`src/rtl/prio_encoder_hs.sv`:
```
// -----------------------------------------------------------------------------
// prio_encoder_hs
//
// Registered N-to-log2(N) priority encoder with valid/ready handshakes on both
// sides. The encoded result of an accepted request vector appears exactly one
// cycle after acceptance. One result per cycle is sustained while the consumer
// keeps out_ready high. Zero and multi-hot vectors are flagged, and each such
// vector bumps a saturating error counter.
//
// Optional feature (compile-time macro PRIO_ENC_ROUND_ROBIN_EN):
//   defined   - rotating-priority search that starts at pointer ptr. After a
//               non-zero accept that selects index k, ptr advances to k+1
//               (wrapping N-1 -> 0).
//   undefined - fixed priority: the lowest set bit wins, and no pointer exists.
//
// Parameters:
//   N      input vector width (N >= 2, need not be a power of two)
//   IDX_W  output index width, derived as $clog2(N); do not override
//   CNT_W  width of the saturating error counter
//
// Ports:
//   clk        sole clock, rising edge
//   rst        synchronous active-high reset
//   en         block enable; while low, no input is accepted
//   in_vec     request vector, bit i = request i
//   in_valid   in_vec is valid this cycle
//   in_ready   block can accept in_vec this cycle
//              (en & (~out_valid | out_ready))
//   out_idx    encoded index of the selected request
//   out_zero   captured vector had no bit set
//   out_multi  captured vector had more than one bit set
//   out_valid  out_idx and the flags are valid
//   out_ready  consumer takes the output this cycle
//   err_cnt    saturating count of accepted zero or multi-hot vectors
//   err_clr    synchronous clear of err_cnt; wins over a same-cycle increment
// -----------------------------------------------------------------------------
module prio_encoder_hs #(
    parameter int N     = 4,
    parameter int IDX_W = $clog2(N),
    parameter int CNT_W = 8
) (
    input  logic             clk,
    input  logic             rst,
    input  logic             en,
    input  logic [N-1:0]     in_vec,
    input  logic             in_valid,
    output logic             in_ready,
    output logic [IDX_W-1:0] out_idx,
    output logic             out_zero,
    output logic             out_multi,
    output logic             out_valid,
    input  logic             out_ready,
    output logic [CNT_W-1:0] err_cnt,
    input  logic             err_clr
);

    // Returns the index of the lowest set bit, or 0 for an all-zero vector.
    function automatic logic [IDX_W-1:0] enc_lowest(input logic [N-1:0] v);
        logic [IDX_W-1:0] r;
        r = '0;
        for (int i = N - 1; i >= 0; i--) begin
            if (v[i]) r = IDX_W'(i);
        end
        return r;
    endfunction

    // True when more than one bit is set. Clearing the lowest set bit leaves
    // a non-zero value only if another bit was set.
    function automatic logic is_multi(input logic [N-1:0] v);
        return (v & (v - N'(1))) != '0;
    endfunction

    // Saturating increment: the counter holds at all-ones instead of wrapping.
    function automatic logic [CNT_W-1:0] sat_inc(input logic [CNT_W-1:0] c);
        return (c == '1) ? c : c + 1'b1;
    endfunction

`ifdef PRIO_ENC_ROUND_ROBIN_EN
    // Search order starts at p and runs up, wrapping past N-1.
    // The vector is rotated so that bit p lands at position 0. A lowest-bit
    // search then gives the offset from p, which is mapped back modulo N.
    function automatic logic [IDX_W-1:0] enc_rotated(input logic [N-1:0] v,
                                                     input logic [IDX_W-1:0] p);
        logic [2*N-1:0] dbl;
        logic [N-1:0]   rot;
        logic [IDX_W:0] sum;
        dbl = {v, v} >> p;
        rot = dbl[N-1:0];
        sum = {1'b0, p} + {1'b0, enc_lowest(rot)};
        if (sum >= (IDX_W+1)'(N)) sum = sum - (IDX_W+1)'(N);
        return sum[IDX_W-1:0];
    endfunction

    // Pointer successor of the selected index, wrapping N-1 -> 0.
    function automatic logic [IDX_W-1:0] next_ptr(input logic [IDX_W-1:0] k);
        return (k == IDX_W'(N - 1)) ? '0 : k + 1'b1;
    endfunction
`endif

    logic             accept_p0;
    logic [IDX_W-1:0] idx_p0;
    logic             zero_p0;
    logic             multi_p0;

    logic             vld_p1;
    logic [IDX_W-1:0] idx_p1;
    logic             zero_p1;
    logic             multi_p1;
    logic [CNT_W-1:0] err_p1;

    // ---- stage p0: handshake and combinational encode of in_vec ----
    assign in_ready  = en & (~vld_p1 | out_ready);
    assign accept_p0 = in_valid & in_ready;
    assign zero_p0   = (in_vec == '0);
    assign multi_p0  = is_multi(in_vec);

`ifdef PRIO_ENC_ROUND_ROBIN_EN
    logic [IDX_W-1:0] ptr;

    assign idx_p0 = enc_rotated(in_vec, ptr);

    // A zero vector selects nothing, so the pointer stays where it is.
    always_ff @(posedge clk) begin
        if (rst) begin
            ptr <= '0;
        end else if (accept_p0 && !zero_p0) begin
            ptr <= next_ptr(idx_p0);
        end
    end
`else
    assign idx_p0 = enc_lowest(in_vec);
`endif

    // ---- stage p1: output register and error counter ----
    always_ff @(posedge clk) begin
        if (rst) begin
            vld_p1   <= 1'b0;
            idx_p1   <= '0;
            zero_p1  <= 1'b0;
            multi_p1 <= 1'b0;
            err_p1   <= '0;
        end else begin
            if (accept_p0) begin
                vld_p1   <= 1'b1;
                idx_p1   <= idx_p0;
                zero_p1  <= zero_p0;
                multi_p1 <= multi_p0;
            end else if (out_ready) begin
                // Drain without refill: data keeps its last value.
                vld_p1 <= 1'b0;
            end

            if (err_clr) begin
                err_p1 <= '0;
            end else if (accept_p0 && (zero_p0 || multi_p0)) begin
                err_p1 <= sat_inc(err_p1);
            end
        end
    end

    assign out_valid = vld_p1;
    assign out_idx   = idx_p1;
    assign out_zero  = zero_p1;
    assign out_multi = multi_p1;
    assign err_cnt   = err_p1;

endmodule

```
`config.mk`:
```
export PLATFORM = sky130hd
export DESIGN_NAME = prio_encoder_hs
export DESIGN_NICKNAME = d
export VERILOG_FILES = /design/src/rtl/prio_encoder_hs.sv
export SDC_FILE = /design/constraint.sdc
export NUM_CORES = 1
export LEC_CHECK = 0
export CORE_MARGIN = 4
export CORE_UTILIZATION = 40
export DETAILED_ROUTE_END_ITERATION = 10
export GPL_TIMING_DRIVEN = 0
export PLACE_DENSITY = 0.7
export REMOVE_ABC_BUFFERS = 1
export SLEW_MARGIN = 20
export SYNTH_ARGS = -nofsm -noshare
export SYNTH_HDL_FRONTEND = slang
export SYNTH_SLANG_ARGS = --single-unit
```
`constraint.sdc`:
```
create_clock -name clk -period 2.3 [get_ports clk]
set_input_delay 0.46 -clock clk [delete_from_list [all_inputs] [get_ports clk]]
set_output_delay 0.46 -clock clk [all_outputs]
set_load 0.02 [all_outputs]
```
==> results of run 1 <==
metrics by stage:
stage | setup WS, ns | power, mW | util
final | 0.1331 | 0.4471 | 0.5645
after global routing | 0.03707 | 0.4730 | 0.5645
after floorplan | 0.4158 | 0.2720 | -
after global placement | -0.1032 | 0.3117 | 0.5500
after CTS | 0.1450 | 0.4529 | 0.5645
after detailed placement | -0.1274 | 0.3120 | 0.5500
tightest hold or removal path: cells and delay by family, from the launching register on:
family	cells	cell delay (ns)
flip-flops	1	0.31
AND/OR/NAND/NOR	1	0.05
AO/OA/AOI/OAI	1	0.05
registers in the layout (all words and copies together), names as in the netlist:
name	cells
out_valid	1
out_idx	2
out_multi	1
out_zero	1
err_cnt	8
cells in the final DEF (no fill, tap or decap), types with 2 or more instances in the layout:
master / count
sky130_fd_sc_hd__a211o_1: 2
sky130_fd_sc_hd__a211oi_1: 2
sky130_fd_sc_hd__a21oi_1: 12
sky130_fd_sc_hd__clkbuf_4: 3
sky130_fd_sc_hd__clkdlybuf4s50_1: 22
sky130_fd_sc_hd__dfxtp_1: 13
sky130_fd_sc_hd__inv_1: 2
sky130_fd_sc_hd__nand2_1: 6
sky130_fd_sc_hd__nand3_1: 7
sky130_fd_sc_hd__nor2_1: 3
sky130_fd_sc_hd__nor3_1: 2
sky130_fd_sc_hd__nor4b_1: 2
sky130_fd_sc_hd__o21ai_0: 3
sky130_fd_sc_hd__o31ai_1: 5
sky130_fd_sc_hd__or3_1: 4
sky130_fd_sc_hd__or4_1: 5
cell type report:
| class | count | share of cell area |
|---|---|---|
| Tap cell | 25 | 0.03209 |
| Sequential cell | 13 | 0.2670 |
| Multi-Input combinational cell | 67 | 0.4313 |
| Inverter | 2 | 0.007702 |
| Clock buffer | 4 | 0.02696 |
| Timing Repair Buffer | 23 | 0.2349 |
worst paths after layout:
| check | from | end | slack, ns | cells after the start |
|---|---|---|---|---|
| hold / removal | out_idx[1] | out_idx[1] | 0.46 | 2 |
| hold reg to reg | out_idx[1] | out_idx[1] | 0.46 | 2 |
| setup reg to reg | err_cnt[0] | err_cnt[3] | 0.34 | 5 |
| setup / recovery | in_vec[3] | err_cnt[5] | 0.13 | 5 |
report_power, final:
part | switching (mW) | total, mW | internal, mW
clock | 0.0741 | 0.141 | 0.0672
combinational | 0.0399 | 0.0742 | 0.0344
sequential | 0.00278 | 0.232 | 0.229
total | 0.117 | 0.447 | 0.330
logic make-up after synthesis:
family                   after synthesis  share of synthesized area
XOR/XNOR                               1                    0.01211
flip-flops                            13                     0.3599
buffers and inverters                  7                    0.05882
multiplexers                           1                    0.01384
adder cells (fa/ha/maj)                2                    0.03114
AND/OR/NAND/NOR                       37                     0.2993
AO/OA/AOI/OAI                         26                     0.2249
layer usage:
| metal | wire length, um | share of wire | global-route usage | vias up |
|---|---|---|---|---|
| met3 | 123 | 0.074 | 0.03858 | 4 |
| met4 | 19 | 0.011 | 0.06726 | 0 |
| met2 | 775 | 0.46 | 0.2674 | 25 |
| met5 | 0 | 0 | 0 | - |
| met1 | 749 | 0.45 | 0.1840 | 338 |
| li1 | - | - | - | 377 |
Yosys cell counts, types with 2 or more instances:
| cell type | n | area share |
|---|---|---|
| sky130_fd_sc_hd__nor3_1 | 2 | 0.014 |
| sky130_fd_sc_hd__or4_1 | 5 | 0.052 |
| sky130_fd_sc_hd__a211oi_1 | 2 | 0.021 |
| sky130_fd_sc_hd__clkbuf_1 | 2 | 0.010 |
| sky130_fd_sc_hd__nor2_1 | 3 | 0.016 |
| sky130_fd_sc_hd__o31ai_1 | 5 | 0.052 |
| sky130_fd_sc_hd__inv_1 | 2 | 0.010 |
| sky130_fd_sc_hd__o21ai_0 | 3 | 0.021 |
| sky130_fd_sc_hd__or3_1 | 4 | 0.035 |
| sky130_fd_sc_hd__a21oi_1 | 12 | 0.083 |
| sky130_fd_sc_hd__buf_6 | 2 | 0.031 |
| sky130_fd_sc_hd__dfxtp_1 | 13 | 0.36 |
| sky130_fd_sc_hd__nand3_1 | 7 | 0.048 |
| sky130_fd_sc_hd__nand2_1 | 6 | 0.031 |
| sky130_fd_sc_hd__nor4b_1 | 2 | 0.024 |
| sky130_fd_sc_hd__a211o_1 | 2 | 0.024 |
what timing repair did:
item / 4_1_cts / 5_1_grt
resized for setup: 1 / 0
buffers inserted: 0 / 0
endpoints found under the setup margin: 1 / 0
==> results.txt, run 1 <==
- Average wire per cell in the routed design: 12.44 um
- Worst hold path class: register to register
- Period utilisation layout: 0.9421
- From synthesis to final layout, the design area changed by 34.78%.
* Rel. slew slack: 0.7350
* Total congestion overflow: 0
* Routed Wire Length: ~1700 um
- Entering global routing, the biggest net connects 15 pins.
- Setup total negative slack on the finished layout was measured at 0 ns.
* Seq cells post-synth: 13
* Cell type of the slowest stage on the worst timing path: sky130_fd_sc_hd__clkdlybuf4s50_1
* Clock tree from TritonCTS: done
- In this run the cell area measured after placement is ~950 um2.
* Number of antenna violations at the first check in global routing: 0
- Across the VDD grid, the largest voltage drop is 218.7 uV.
- Of all flip-flops after synthesis, the portion carrying an async set or reset was 0.
- The worst setup path is captured at a register.
- Total die area: roughly 2600 um2
* Count of filler cells inserted in the layout: 180
- Vias in the first global route: 734
* Number of non-filler instances in the completed layout: ~130
- The finished cells cover 974.7 um2.
* Crit Path Class: input port to register
- Fmax: 0.4615 GHz
- The die is around 50 um tall.
- Multi-input gate area in the final layout: around 420 um2
* Number of rows created at floorplan: 15
* Estimated wirelength of the detail-placed design: approximately 1200 um
- Of all nets on the critical path, the largest fanout is 14.
- Yosys printed 0 warnings.
- Counting distinct cell types in the post-synthesis netlist gives 31.
* Post-detailed-route via-to-cell ratio: roughly 5.6
* Max capacitance violation total: 0
* Sequential fraction of the synthesis area: 0.3599
* Setup violations, final: 0
- On the final layout, the worst clock skew is 0.004937 ns.
- Clock-pin slew reported for the worst setup and hold paths after clock tree synthesis: 0.08 ns
* RD Place Congestion: 0.7887
- Number of synthesized flops with an enable pin: 0
- Worst-margin pin slew: ~0.39 ns
* Worst stage delay on the critical path: approximately 0.54 ns
- Clock insertion delay at the later pin of the skew report: between 0.2 and 0.3 ns
* Initial core utilization: 0.4188
- Input and output buffers added on the ports amount to 23.
- Min cycle time layout: between 2 and 2.5 ns
- The total count of hold-check failures in the final report came to 0.
- In the final layout, the share of cells above drive strength 1 is 0.04587.
- After technology mapping, the gate count stands at 87.
- Grouping stages by cell kind, the critical path spends the most delay in compound AO/OA/AOI/OAI gates.
- Setup repair after global routing left no endpoint under its margin.
- Run status: completed
* H-tree levels: 1
* Data arrival time at the worst-slack endpoint: ~2.4 ns
- The first detailed-routing pass took 4 iterations.
- After detailed routing, the number of remaining DRC violations is 0.
- Post-synthesis cell area: a little over 700 um2
- Number of buffers inserted for hold repair after clock tree synthesis: 0
* # clock sinks: 13
* Storage cell area: 260.3 um2
- Remaining antenna violation count: 0
- Clock root buffer: sky130_fd_sc_hd__clkbuf_4
* X dimension of the die: about 50 um
- A synthesized cell averages approximately 8.3 um2.
* Number of buffers between clock root and the deepest sink: 2
- Detailed Route Iter0 Violations: 13
- Power per cell area: between 400 and 500 nW/um2
- 24 I/O pins were placed.
- Total number of vias: approximately 740
- The max-slew violation count came to 0.
* Crit path launch type: input port
* TritonCTS Buffers: 3
- Wire length of the first global-routing pass: about 3100 um
- Number of diodes added for antenna fixing: 0
- Placeable core region: 1727 um2
* Buf/Inv on CP: 1
- Data on the critical path is required at its endpoint by 2.51 ns.
- Number of cells after detailed placement: 130
- Summed over all cells, the static leakage comes to about 0.31 nW.
- Fin Hold WS: ~0.46 ns
* Most instantiated flip-flop cell in the synthesis netlist: sky130_fd_sc_hd__dfxtp_1
- Traced cell by cell, the critical path runs through clkdlybuf4s50_1, xor2_1, a211o_1, or4_1, a21oi_1.
* Layout net count: approximately 120
* Overall Global Routing Usage: 0.1564
(Power assumes the default switching activity.)
==> run 2: changes to the inputs <==
Settings changed: DONT_BUFFER_PORTS from default to 1, PLACE_DENSITY 0.7 to 0.53.
==> run 2 against run 1 <==
  * First-iteration DRC count is the same
  * Final area is 23% lower
  * Utilization down 13 points
  * Clock skew fell by 0.0039 ns
  * Fmax is 4.5% higher
  * Worst setup slack better by 0.093 ns
  * Register-to-register slack lost 0.11 ns
  * Critical path type is now register to register
  * Largest cell class unchanged
  * Largest power group unchanged
  * Highest routed layer unchanged
==> results.txt, run 2 (synthesized netlist as in run 1, its figures left out) <==
- The sum of negative setup slack came to 0 ns (unchanged).
* Worst stage delay on the critical path: 0.49 ns (-0.05 ns)
- The net total in the final layout came to 98 (-19%).
- The time the worst path needs with I/O delays and setup is 2.074 ns (-0.09301 ns).
- Total number of vias: 652 (-12%)
* Multi-input gate area in the final layout: 420.4 um2 (unchanged)
* Data arrival time at the worst-slack endpoint: 2.29 ns (-0.09 ns)
- The post-route cell area came to 745.7 um2 (-23%).
- Walking the worst path, the cells encountered are ha_1, and4_1, a211o_1, or4_1, a21oi_1.
- The total wire length is 1586 um (-4.9%).
* Period utilisation layout: 0.9017 (-0.04044)
- The required time reported for the critical path endpoint was 2.51 ns (about the same).
- The max-cap violation count came to 0 (unchanged).
* Initial core utilization: 0.4188 (unchanged)
- Worst-margin pin slew: 0.3859 ns (-0.006104 ns)
* Run status: completed
* Top library cells by usage in the layout, fill and taps aside: sky130_fd_sc_hd__dfxtp_1, sky130_fd_sc_hd__a21oi_1, sky130_fd_sc_hd__nand3_1
* Reg-to-reg critical path endpoint: err_cnt[6]
* Fmax: 0.4822 GHz (+4.5%)
- The initial antenna violation count was 0 (unchanged).
- Final Hold Viols: 0 (unchanged)
- Proportion of power drawn by flip-flops and latches: 0.565 (+0.047)
- The buffer and inverter count on the worst path was 0 (-1).
* Clock insertion delay at the later pin of the skew report: 0.28 ns (about the same)
- The largest fanout of any net on the critical path was 11 (-3).
- The deepest clock path buffer count is 2 (unchanged).
* Total count of max-transition violations in the final report: 0 (unchanged)
- Post-detailed-route via-to-cell ratio: 5.874 (+5.8%)
- Clock-pin slew reported for the worst setup and hold paths after clock tree synthesis: 0.08 ns (about the same)
- Storage cell area: 260.3 um2 (unchanged)
* Count of filler cells inserted in the layout: 184 (+2.2%)
- Worst Skew: 0.001072 ns (-0.003865 ns)
- The slowest stage of the critical path is the sky130_fd_sc_hd__or4_1 cell.
- The net switching power of the design was 0.1091 mW (-6.6%).
- The worst hold path stage count was 1 (-1).
- Power Internal: 0.3102 mW (-6.1%)
* Worst R2R Setup Slack: 0.23 ns (-0.11 ns)
* Maximum number of pins on one net before global-route repair: 15 (unchanged)
* Number of diodes added for antenna fixing: 0 (unchanged)
- X dimension of the die: 50.52 um (unchanged)
* Crit path launch type: register
* Worst Hold Endpoint: out_idx[0]
- Clock tree from TritonCTS: done
* H-tree levels: 1 (unchanged)
- The die area came to 2552 um2 (unchanged).
* Number of instances resized during post-cts repair: 0 (-1)
- The routability-driven placement congestion ratio is 0.7080 (-10%).
- The number of remaining DRC errors is 0 (unchanged).
- The fraction of layout instances using a drive strength above 1 was 0.05814 (+0.01227).
- The area growth from synthesis to layout is 3.114%.
- Number of rows created at floorplan: 15 (unchanged)
- The path class of the tightest hold or removal check is input port to register.
- Number of flip-flops in the largest register: 8 (unchanged)
- Depth of the worst register-to-register path: 5 (unchanged)
- The kind of cell with the highest combined delay along the critical path is simple AND/OR/NAND/NOR gates.
- The number of ports placed on the die boundary came to 24 (unchanged).
- Vias in the first global route: 646 (-12%)
* Number of buffers inserted for hold repair after clock tree synthesis: 0 (unchanged)
* Worst min-delay path startpoint: rst
- The detailed router's first-iteration violation count was 13 (unchanged).
* Overall Global Routing Usage: 0.1479 (-0.008507)
- The global-route wire length before repair was 2863 um (-7.2%).
* Estimated wirelength of the detail-placed design: 1166 um (-5.6%)
* Most common cell after layout, fill and taps aside: sky130_fd_sc_hd__dfxtp_1
- The TritonCTS buffer count is 3 (unchanged).
- Placeable core region: 1727 um2 (unchanged)
- The tightest slew margin relative to the limit came to 0.7391 (+0.004127).
- Clock root buffer: sky130_fd_sc_hd__clkbuf_4
* Vertical die dimension: 50.52 um (unchanged)
* Average wire per cell in the routed design: 14.29 um (+15%)
* Worst reg2reg startpoint: err_cnt[0]
* Clock network fraction of total power: 0.347 (+0.031)
* Setup Buffers After CTS: 0 (unchanged)
- The placed instance area was 719.4 um2 (-24%).
* Kind of end point of the critical path: register
- The maximum ir drop on the vdd rail is 222.7 uV (+1.8%).
- Crit Path Class: register to register
* Remaining antenna violation count: 0 (unchanged)
- RSZ-0062 raised after global routing: no
* Power per cell area: 562.3 nW/um2 (+23%)
* Static Leakage: 0.2247 nW (-27%)
* Switching share of power: 0.2602 (-0.0009597)
* Port Buffer Count: 0 (-100%)
- The fraction of power consumed by combinational cells is 0.088 (-0.078).
- The number of sinks on the clock net came to 13 (unchanged).
- The number of setup violations in the final report was 0 (unchanged).
- The first-pass iteration count of the detailed router was 4 (unchanged).
* Total congestion overflow: 0 (unchanged)
-- run 2: changes by cell type in the layout (fill, tap and decap cells not counted) --
cell	previous run	this run
sky130_fd_sc_hd__clkdlybuf4s50_1	22	0
sky130_fd_sc_hd__dlygate4sd2_1	1	0
-- run 2: per-stage QoR --
step / setup slack [ns] / util / instances / total power [mW] / hold slack, ns
final: 0.2261 / 0.4319 / 111 / 0.4193 / 0.2361
after detailed placement: 0.2493 / 0.4167 / 107 / 0.2796 / 0.5325
after CTS: 0.2249 / 0.4319 / 111 / 0.4262 / 0.2297
after floorplan: 0.4158 / - / 82 / 0.2720 / 0.5241
after global placement: 0.2685 / 0.4167 / 107 / 0.2790 / 0.5311
after global routing: 0.07389 / 0.4319 / 111 / 0.4380 / 0.2287
-- run 2: area by class of cell --
| type | count | area share |
|---|---|---|
| clock buffers | 4 | 0.03523 |
| well taps | 25 | 0.04195 |
| flip-flops and latches | 13 | 0.3490 |
| multi-input cells | 67 | 0.5638 |
| inverters | 2 | 0.01007 |
-- run 2: power groups by stage --
stage	clock network (mW)	logic, mW	registers [mW]
6_report	0.146	0.0368	0.237
5_1_grt	0.157	0.0431	0.238
4_1_cts	0.152	0.0373	0.237
3_5_place_dp	0	0.0372	0.242
3_3_place_gp	0	0.0366	0.242
2_1_floorplan	0	0.0305	0.242
-- run 2: how the worst max path moves through the flow --
| stage | startpoint | endpoint | slack, ns | cells past startpoint |
|---|---|---|---|---|
| 2_1_floorplan | err_cnt[0] | err_cnt[4] | 0.42 | 5 |
| 3_3_place_gp | err_cnt[0] | err_cnt[4] | 0.27 | 5 |
| 3_5_place_dp | err_cnt[0] | err_cnt[6] | 0.25 | 5 |
| 4_1_cts | err_cnt[0] | err_cnt[6] | 0.22 | 5 |
| 5_1_grt | err_cnt[0] | err_cnt[4] | 0.07 | 5 |
| 6_report | err_cnt[0] | err_cnt[6] | 0.23 | 5 |
-- run 2: per-layer routing --
metal | global-route usage | up-vias | wire length (um)
li1 | - | 332 | -
met2 | 0.2283 | 22 | 744
met4 | 0.09417 | 0 | 44
met5 | 0 | - | 0
met1 | 0.1664 | 293 | 648
met3 | 0.06231 | 5 | 148
